===== src/rtl/arb_2to1_stream.sv =====
`default_nettype none
// ============================================================================
//  Module   : arb_2to1_stream
//  Purpose  : Two-source round-robin stream arbiter. Selects between sources
//             A and B with valid/ready handshakes and loads the winning word
//             into a one-entry output register. It also exports the select
//             line and per-source grant counters.
//  Ports    : clk, reset (async, active-high)
//             a_valid/a_data/a_ready  - source A handshake
//             b_valid/b_data/b_ready  - source B handshake
//             o_valid/o_data/o_ready  - output register handshake
//             s                       - source of current/last word (0=A,1=B)
//             cnt_a/cnt_b             - wrap-around grant counters
//  Revision : 1.0 - initial release
// ============================================================================
module arb_2to1_stream #(
    parameter int WIDTH = 8,
    parameter int CNT_W = 8
) (
    input  logic             clk,
    input  logic             reset,
    input  logic             a_valid,
    input  logic [WIDTH-1:0] a_data,
    output logic             a_ready,
    input  logic             b_valid,
    input  logic [WIDTH-1:0] b_data,
    output logic             b_ready,
    output logic             o_valid,
    output logic [WIDTH-1:0] o_data,
    input  logic             o_ready,
    output logic             s,
    output logic [CNT_W-1:0] cnt_a,
    output logic [CNT_W-1:0] cnt_b
);

    logic             o_valid_q;
    logic [WIDTH-1:0] o_data_q;
    logic             s_q;
    logic             last_q;
    logic [CNT_W-1:0] cnt_a_q;
    logic [CNT_W-1:0] cnt_b_q;

    logic             load_en_d;
    logic             grant_a_d;
    logic             grant_b_d;

    // Ready is held low while reset is asserted so that no source can see a
    // handshake complete for a word the register is about to discard.
    assign load_en_d = ~reset & (~o_valid_q | o_ready);

    // last_q == 1 means B won most recently, so A wins a tie (and vice versa).
    assign grant_a_d = load_en_d & a_valid & (~b_valid |  last_q);
    assign grant_b_d = load_en_d & b_valid & (~a_valid | ~last_q);

    assign a_ready = grant_a_d;
    assign b_ready = grant_b_d;

    always_ff @(posedge clk or posedge reset) begin
        if (reset) begin
            o_valid_q <= 1'b0;
            o_data_q  <= '0;
            s_q       <= 1'b0;
            last_q    <= 1'b1;
            cnt_a_q   <= '0;
            cnt_b_q   <= '0;
        end else if (load_en_d) begin
            if (grant_a_d) begin
                o_valid_q <= 1'b1;
                o_data_q  <= a_data;
                s_q       <= 1'b0;
                last_q    <= 1'b0;
                cnt_a_q   <= cnt_a_q + 1'b1;
            end else if (grant_b_d) begin
                o_valid_q <= 1'b1;
                o_data_q  <= b_data;
                s_q       <= 1'b1;
                last_q    <= 1'b1;
                cnt_b_q   <= cnt_b_q + 1'b1;
            end else begin
                // Drained with nothing to replace it: go empty, keep the rest.
                o_valid_q <= 1'b0;
            end
        end
    end

    assign o_valid = o_valid_q;
    assign o_data  = o_data_q;
    assign s       = s_q;
    assign cnt_a   = cnt_a_q;
    assign cnt_b   = cnt_b_q;

endmodule
`default_nettype wire


===== config.mk =====
export PLATFORM = sky130hd
export DESIGN_NAME = arb_2to1_stream
export DESIGN_NICKNAME = d
export VERILOG_FILES = /design/src/rtl/arb_2to1_stream.sv
export SDC_FILE = /design/constraint.sdc
export NUM_CORES = 1
export LEC_CHECK = 0
export CAP_MARGIN = 30
export CORE_UTILIZATION = 42
export DETAILED_ROUTE_END_ITERATION = 7
export PLACE_DENSITY = 0.78
export SETUP_SLACK_MARGIN = 0.1
export SYNTH_ARGS = -nofsm -noshare
export SYNTH_HDL_FRONTEND = slang
export SYNTH_SLANG_ARGS = --single-unit

===== constraint.sdc =====
create_clock -name clk -period 2 [get_ports clk]
set_input_delay 0.3 -clock clk [delete_from_list [all_inputs] [get_ports clk]]
set_output_delay 0.3 -clock clk [all_outputs]
set_load 0.01 [all_outputs]

==> results.ini, run 1 <==
[outcome]
status = finished, final reports clean

[hold_path]
min-delay-path-class = reg2reg
whs_path_depth = 1
min_to = cnt_a[7]
hold_start = cnt_a[7]

[logic_synthesis]
yosysMostFrequentCell = dfrtp_1
post_synth_num_cell_types = 30
synth-simple-area-share_pct = 13.2
synthAdderAreaFrac_pct = 2.04
synth_area_leader_cell = dfrtp_1
synth_seq_cells = 27
yosysWarnings = 0
netlist_area_um2 = 1230
yosysSeqAreaShare_pct = 55.1
synth_edf_count = 0
syn_nets = 132
synth_compound_area_share_pct = 12.7
synth_commonest_cells = dfrtp_1, inv_1, o21ai_1, xnor2_1, a22oi_1
ys.flop_type = dfrtp_1
synth_top_area_share_pct = 53.0
synthTopCellsByArea = dfrtp_1, xnor2_1, a22oi_1
synth_top_family_by_area = simple AND/OR/NAND/NOR gates
syn-instance-count = 109
synth_xor_xnor_area_share_pct = 9.98
synth.area.mux_share_pct = 1.83
async_reset_ff_share_pct = 100
postSynthAreaPerCell_um2 = 11.3

[timing]
setup_viol = 0
skew_ns = 0.00382
post-route-period-util_pct = 91.7
rsz0062_at_grt = no
fmax_mhz = 545
slew_headroom_pct = 78.6
hold_viol = 0
whs_ns = 0.474
final_max_slew_viol_count = 0
setup_slack_ns = 0.166
post-route-min-period_ns = 1.83
worstMarginPinSlew_ns = 0.321
finalSetupTns_ns = 0

[die]
core_area_um2 = 2760
initial_core_util_pct = 44.6
die_area_um2 = 3150
die_h_um = 56.1
pin_count = 49
die_w_um = 56.1
row_count = 19

[final_layout]
stdcell_count = 203
antennaDiodeCount = 0
area_growth_syn_to_layout_pct = 52.0
final_layout_size_suffix_gt1_share_pct = 15.7
num-nets-final = 196
fin_util_pct = 67.7

[clocking]
insertion_delay_ns = 0.32
numCtsBuffers = 3
htree_levels = 1
clockRootBuffer = clkbuf_4
cts_buffer_depth = 2
numClockSinks = 27
clkTransAtPathRegs_ns = 0.14
cts_tree = yes

[detailed_routing]
first_iter_violations = 21
routed_wl_mm = 2.78
vias_per_cell = 5.15
drcViolationCount = 0
wire_per_inst_um = 13.7
first_pass_iters = 4
vias = 1045
ant_nets = 0

[power_and_ir_drop]
power.internal_uw = 1170
power_frac_comb_pct = 38.6
p_switching_uw = 582
power_switching_share_pct = 33.2
powerDensity_nw_per_um2 = 940
vdd_drop_max_v = 0.000712
clkPwrFrac_pct = 13.5
p_leak_uw = 0.000819
power_frac_seq_pct = 47.9

[worst_setup_path]
required_ns = 1.70
crit_path_end_kind = primary output
r2r-end = cnt_a[1]
worstPathMaxFanout = 5
crit_path_start_kind = register
r2r_start = o_valid
reg2reg_depth = 5
cp.arrival_ns = 1.53
rrSetupSlack_ns = 0.29
setup.worst_path.class = reg2out

[grt]
grt_pass1_wl_mm = 4.67
grt_antenna_before_repair = 0
grt_pass1_vias = 1042
track_usage_pct = 19.0
grt_max_degree = 22
grt.overflow.total = 0

[placement]
place_congestion = 0.865
io_buffers = 48
dp_hpwl_mm = 2.15
place_ws_ns = -0.202
dp.cells = 197

[flow_run]
cap_violations = 0

==> sequential cells by signal (all words and copies together) (netlist names) <==
name,count
cnt_a,8
o_valid,1
o_data,8
cnt_b,8
s,1
last_q,1
==> per-stage QoR <==
step	total power, uW	cell area, um^2
after detailed placement	1520	1830
final	1760	1870
after floorplan	1100	1230
after global routing	1860	1870
after global placement	1490	1830
after CTS	1770	1870
==> how the worst max path moves through the flow <==
| stage | slack (ns) | depth (start not counted) | endpoint | from |
|---|---|---|---|---|
| 2_1_floorplan | 0.40 | 3 | b_ready | o_valid |
| 5_1_grt | 0.1 | 4 | a_ready | o_valid |
| 3_3_place_gp | -0.20 | 5 | a_ready | b_valid |
| 4_1_cts | 0.10 | 4 | a_ready | last_q |
| 6_report | 0.17 | 4 | a_ready | o_valid |
| 3_5_place_dp | -0.20 | 5 | a_ready | o_ready |
==> power groups by stage <==
stage	combinational (uW)	clock, uW	sequential [uW]
2_1_floorplan	209	0	894
3_3_place_gp	644	0	847
3_5_place_dp	667	0	856
4_1_cts	684	250	841
5_1_grt	726	273	865
6_report	678	237	841
==> layout make-up <==
class | instances | area (um^2)
timing repair buffer | 62 | 588
clock buffer | 3 | 22.5
tap | 31 | 38.8
multi-input combinational | 67 | 489
fill | 211 | 890
sequential | 27 | 677
clock inverter | 1 | 7.51
inverter | 12 | 45.0
==> worst max-delay path, cell delays in order, from the launching register on <==
cell and delay (ns):
dfrtp_1 0.40, nor2b_2 0.20, nor4b_2 0.32, buf_4 0.17, buf_2 0.12
==> routing by layer <==
layer / GRT usage [%] / up-vias / routed length (um)
li1: - / 504 / -
met1: 23.4 / 507 / 1200
met2: 32.1 / 32 / 1400
met3: 4.19 / 2 / 174
met4: 7.67 / 0 / 13
met5: 0 / - / 0
==> cell families (layout without fill, tap and decap cells) <==
family / after synthesis / in the layout
flops: 27 / 27
compound gates: 22 / 22
buf+inv: 15 / 78
simple gates: 27 / 27
fa+ha+maj: 2 / 2
xor+xnor: 14 / 14
mux: 2 / 2
==> cell usage in the layout (no fill, tap or decap) <==
master,synthesis,routed
nor2b_2,1,1
and3_1,2,2
mux2_1,2,2
and2_1,1,1
xnor2_1,9,9
o21ai_0,1,1
clkinvlp_4,0,1
clkdlybuf4s50_1,0,46
nor4_1,1,1
nand4_1,5,5
a21oi_1,1,1
nor2_1,4,4
clkbuf_4,0,3
a31oi_1,1,1
dfstp_2,1,1
nor3_1,1,1
xor2_1,5,5
nand3_1,4,4
dfrtp_1,26,26
buf_4,1,13
a2111oi_4,1,1
clkbuf_2,0,1
o21bai_1,1,1
buf_2,2,1
o21ai_1,9,9
nor3_2,1,1
nor2b_1,1,1
ha_1,2,2
inv_1,11,11
buf_12,0,1
nor4b_2,1,1
a22oi_1,8,8
nand2_1,4,4
or4_4,1,1
inv_2,1,1
==> timing repair <==
item,4_1_cts,5_1_grt
endpoints found under the setup margin,2,2
pin swaps,1,1
resized for setup,6,1
hold buffers,0,0
setup buffers,1,1
Power figures use the tool's default switching activity.
==> inputs of run 2 (changes only) <==
Settings changed: CORE_MARGIN set to 3.
==> run 2 against run 1 <==
Net effect:
- register-to-register slack worse by 0.06 ns
- clock power down 5%
- global-route usage down 0.52 points
- worst setup slack worse by 0.030 ns
- largest cell class unchanged
- die area up 15%
- critical path depth unchanged
- via count down 1.7%
- total power down 0.74%
- fmax down 1.6%
- sequential share of layout area up 0.39 points
- final cell count down 1.5%
- combinational power about the same
==> results.ini, run 2 (synthesized netlist as in run 1, its figures left out) <==
[outcome]
status = finished, final reports clean  ; unchanged

[grt]
grt_max_degree = 18  ; was 22
grt_pass1_wl_mm = 4.95  ; was 4.67 mm
grt.overflow.total = 0  ; unchanged
track_usage_pct = 18.5  ; was 19.0%
grt_pass1_vias = 1095  ; was 1042
grt_antenna_before_repair = 0  ; unchanged

[final_layout]
num-nets-final = 194  ; was 196
antennaDiodeCount = 0  ; unchanged
final_layout_size_suffix_gt1_share_pct = 14.1  ; was 15.7%
fin_util_pct = 70.1  ; was 67.7%
regArea_um2 = 677  ; unchanged
n_fill_cell = 209  ; was 211
stdcell_count = 200  ; was 203
multiInputGateArea_um2 = 492  ; was 489 um^2
final_cell_mix = clkdlybuf4s50_1, dfrtp_1, buf_4  ; unchanged
layout.cells.most_common = clkdlybuf4s50_1  ; unchanged
area_growth_syn_to_layout_pct = 50.4  ; was 52.0%

[die]
initial_core_util_pct = 46.6  ; was 44.6%
pin_count = 49  ; unchanged
die_w_um = 60.1  ; was 56.1 um
die_h_um = 60.1  ; was 56.1 um
row_count = 18  ; was 19
die_area_um2 = 3610  ; was 3150 um^2
core_area_um2 = 2640  ; was 2760 um^2

[worst_setup_path]
crit_path_end_kind = primary output  ; unchanged
rrSetupSlack_ns = 0.23  ; was 0.29 ns
cp.arrival_ns = 1.56  ; was 1.53 ns
required_ns = 1.70  ; about the same
crit_path_start_kind = register  ; unchanged
setup.worst_path.class = reg2out  ; unchanged
worstPathMaxFanout = 2  ; was 5

[timing]
hold_viol = 0  ; unchanged
setup_viol = 0  ; unchanged
post-route-period-util_pct = 93.2  ; was 91.7%
skew_ns = 0.00795  ; was 0.00382 ns
final_max_slew_viol_count = 0  ; unchanged
rsz0062_at_grt = yes  ; was no
slew_headroom_pct = 66.3  ; was 78.6%
worstMarginPinSlew_ns = 0.501  ; was 0.321 ns
post-route-min-period_ns = 1.86  ; was 1.83 ns
fmax_mhz = 536  ; was 545 MHz
finalSetupTns_ns = 0  ; unchanged

[power_and_ir_drop]
powerDensity_nw_per_um2 = 943  ; was 940 nW/um^2
vdd_drop_max_v = 0.000610  ; was 0.000712 V
power_uw = 1740  ; was 1760 uW
p_leak_uw = 0.000809  ; was 0.000819 uW

[clocking]
clockRootBuffer = clkbuf_4  ; unchanged
numCtsBuffers = 3  ; unchanged
insertion_delay_ns = 0.31  ; was 0.32 ns
numClockSinks = 27  ; unchanged
cts_tree = yes  ; unchanged
clkTransAtPathRegs_ns = 0.14  ; about the same
cts_buffer_depth = 2  ; unchanged
htree_levels = 1  ; unchanged
cts.hold.buffers_added = 0  ; unchanged

[placement]
place_congestion = 0.772  ; was 0.865
io_buffers = 48  ; unchanged
dp.cells = 195  ; was 197
dp_hpwl_mm = 2.39  ; was 2.15 mm

[detailed_routing]
wire_per_inst_um = 15.3  ; was 13.7 um
routed_wl_mm = 3.06  ; was 2.78 mm
vias_per_cell = 5.14  ; was 5.15
ant_nets = 0  ; unchanged
vias = 1027  ; was 1045
first_pass_iters = 6  ; was 4
drcViolationCount = 0  ; unchanged
first_iter_violations = 53  ; was 21

[flow_run]
cap_violations = 0  ; unchanged

[hold_path]
min-delay-path-class = in2reg  ; was reg2reg

## run 2: power by group
part | total, uW | switching, uW | internal [uW]
clock | 226 | 149 | 77.9
sequential | 839 | 150 | 689
combinational | 677 | 275 | 402
total | 1740 | 574 | 1170
## run 2: path summary, 6_finish.rpt
path / from / cells after the start / to
worst max-delay path: last_q / 4 / a_ready
worst min-delay path: b_valid / 3 / last_q
worst max register to register: last_q / 5 / cnt_a[1]
worst min register to register: cnt_a[7] / 1 / cnt_a[7]
max in group asynchronous: reset / 4 / last_q
min in group asynchronous: reset / 4 / cnt_a[6]
## run 2: stage by stage
stage	hold WS, ns	area [um^2]	worst slack (ns)
after detailed placement	0.470	1810	-0.284
final	0.485	1850	0.135
after global routing	0.457	1850	0.0552
after floorplan	0.370	1230	0.398
after global placement	0.455	1810	-0.224
after CTS	0.460	1850	0.101
## run 2: cell type report
class,instances,area share [%]
Sequential cell,27,36.6
Timing Repair Buffer,60,30.9
Multi-Input combinational cell,67,26.6
Inverter,12,2.44
Tap cell,30,2.03
Clock buffer,4,1.42
## run 2: metal layers
metal | wire [um] | share of wire, % | track usage (%)
met3 | 257 | 8.4 | 7.13
met2 | 1560 | 51 | 33.2
met5 | 0 | 0 | 0
met4 | 0 | 0 | 1.90
met1 | 1240 | 41 | 21.3
## run 2: worst max-delay path, cell delays in order, from the launching register on
cell     delay (ns)
dfstp_2        0.56
nor2b_2        0.05
nor4b_2        0.36
buf_4          0.18
buf_6          0.09
## run 2: timing repair
action | in CTS | in global routing
cloned | 0 | 0
gates resized for setup | 8 | 1
setup buffers | 1 | 0
pin swaps | 1 | 0
setup endpoints to repair | 2 | 2
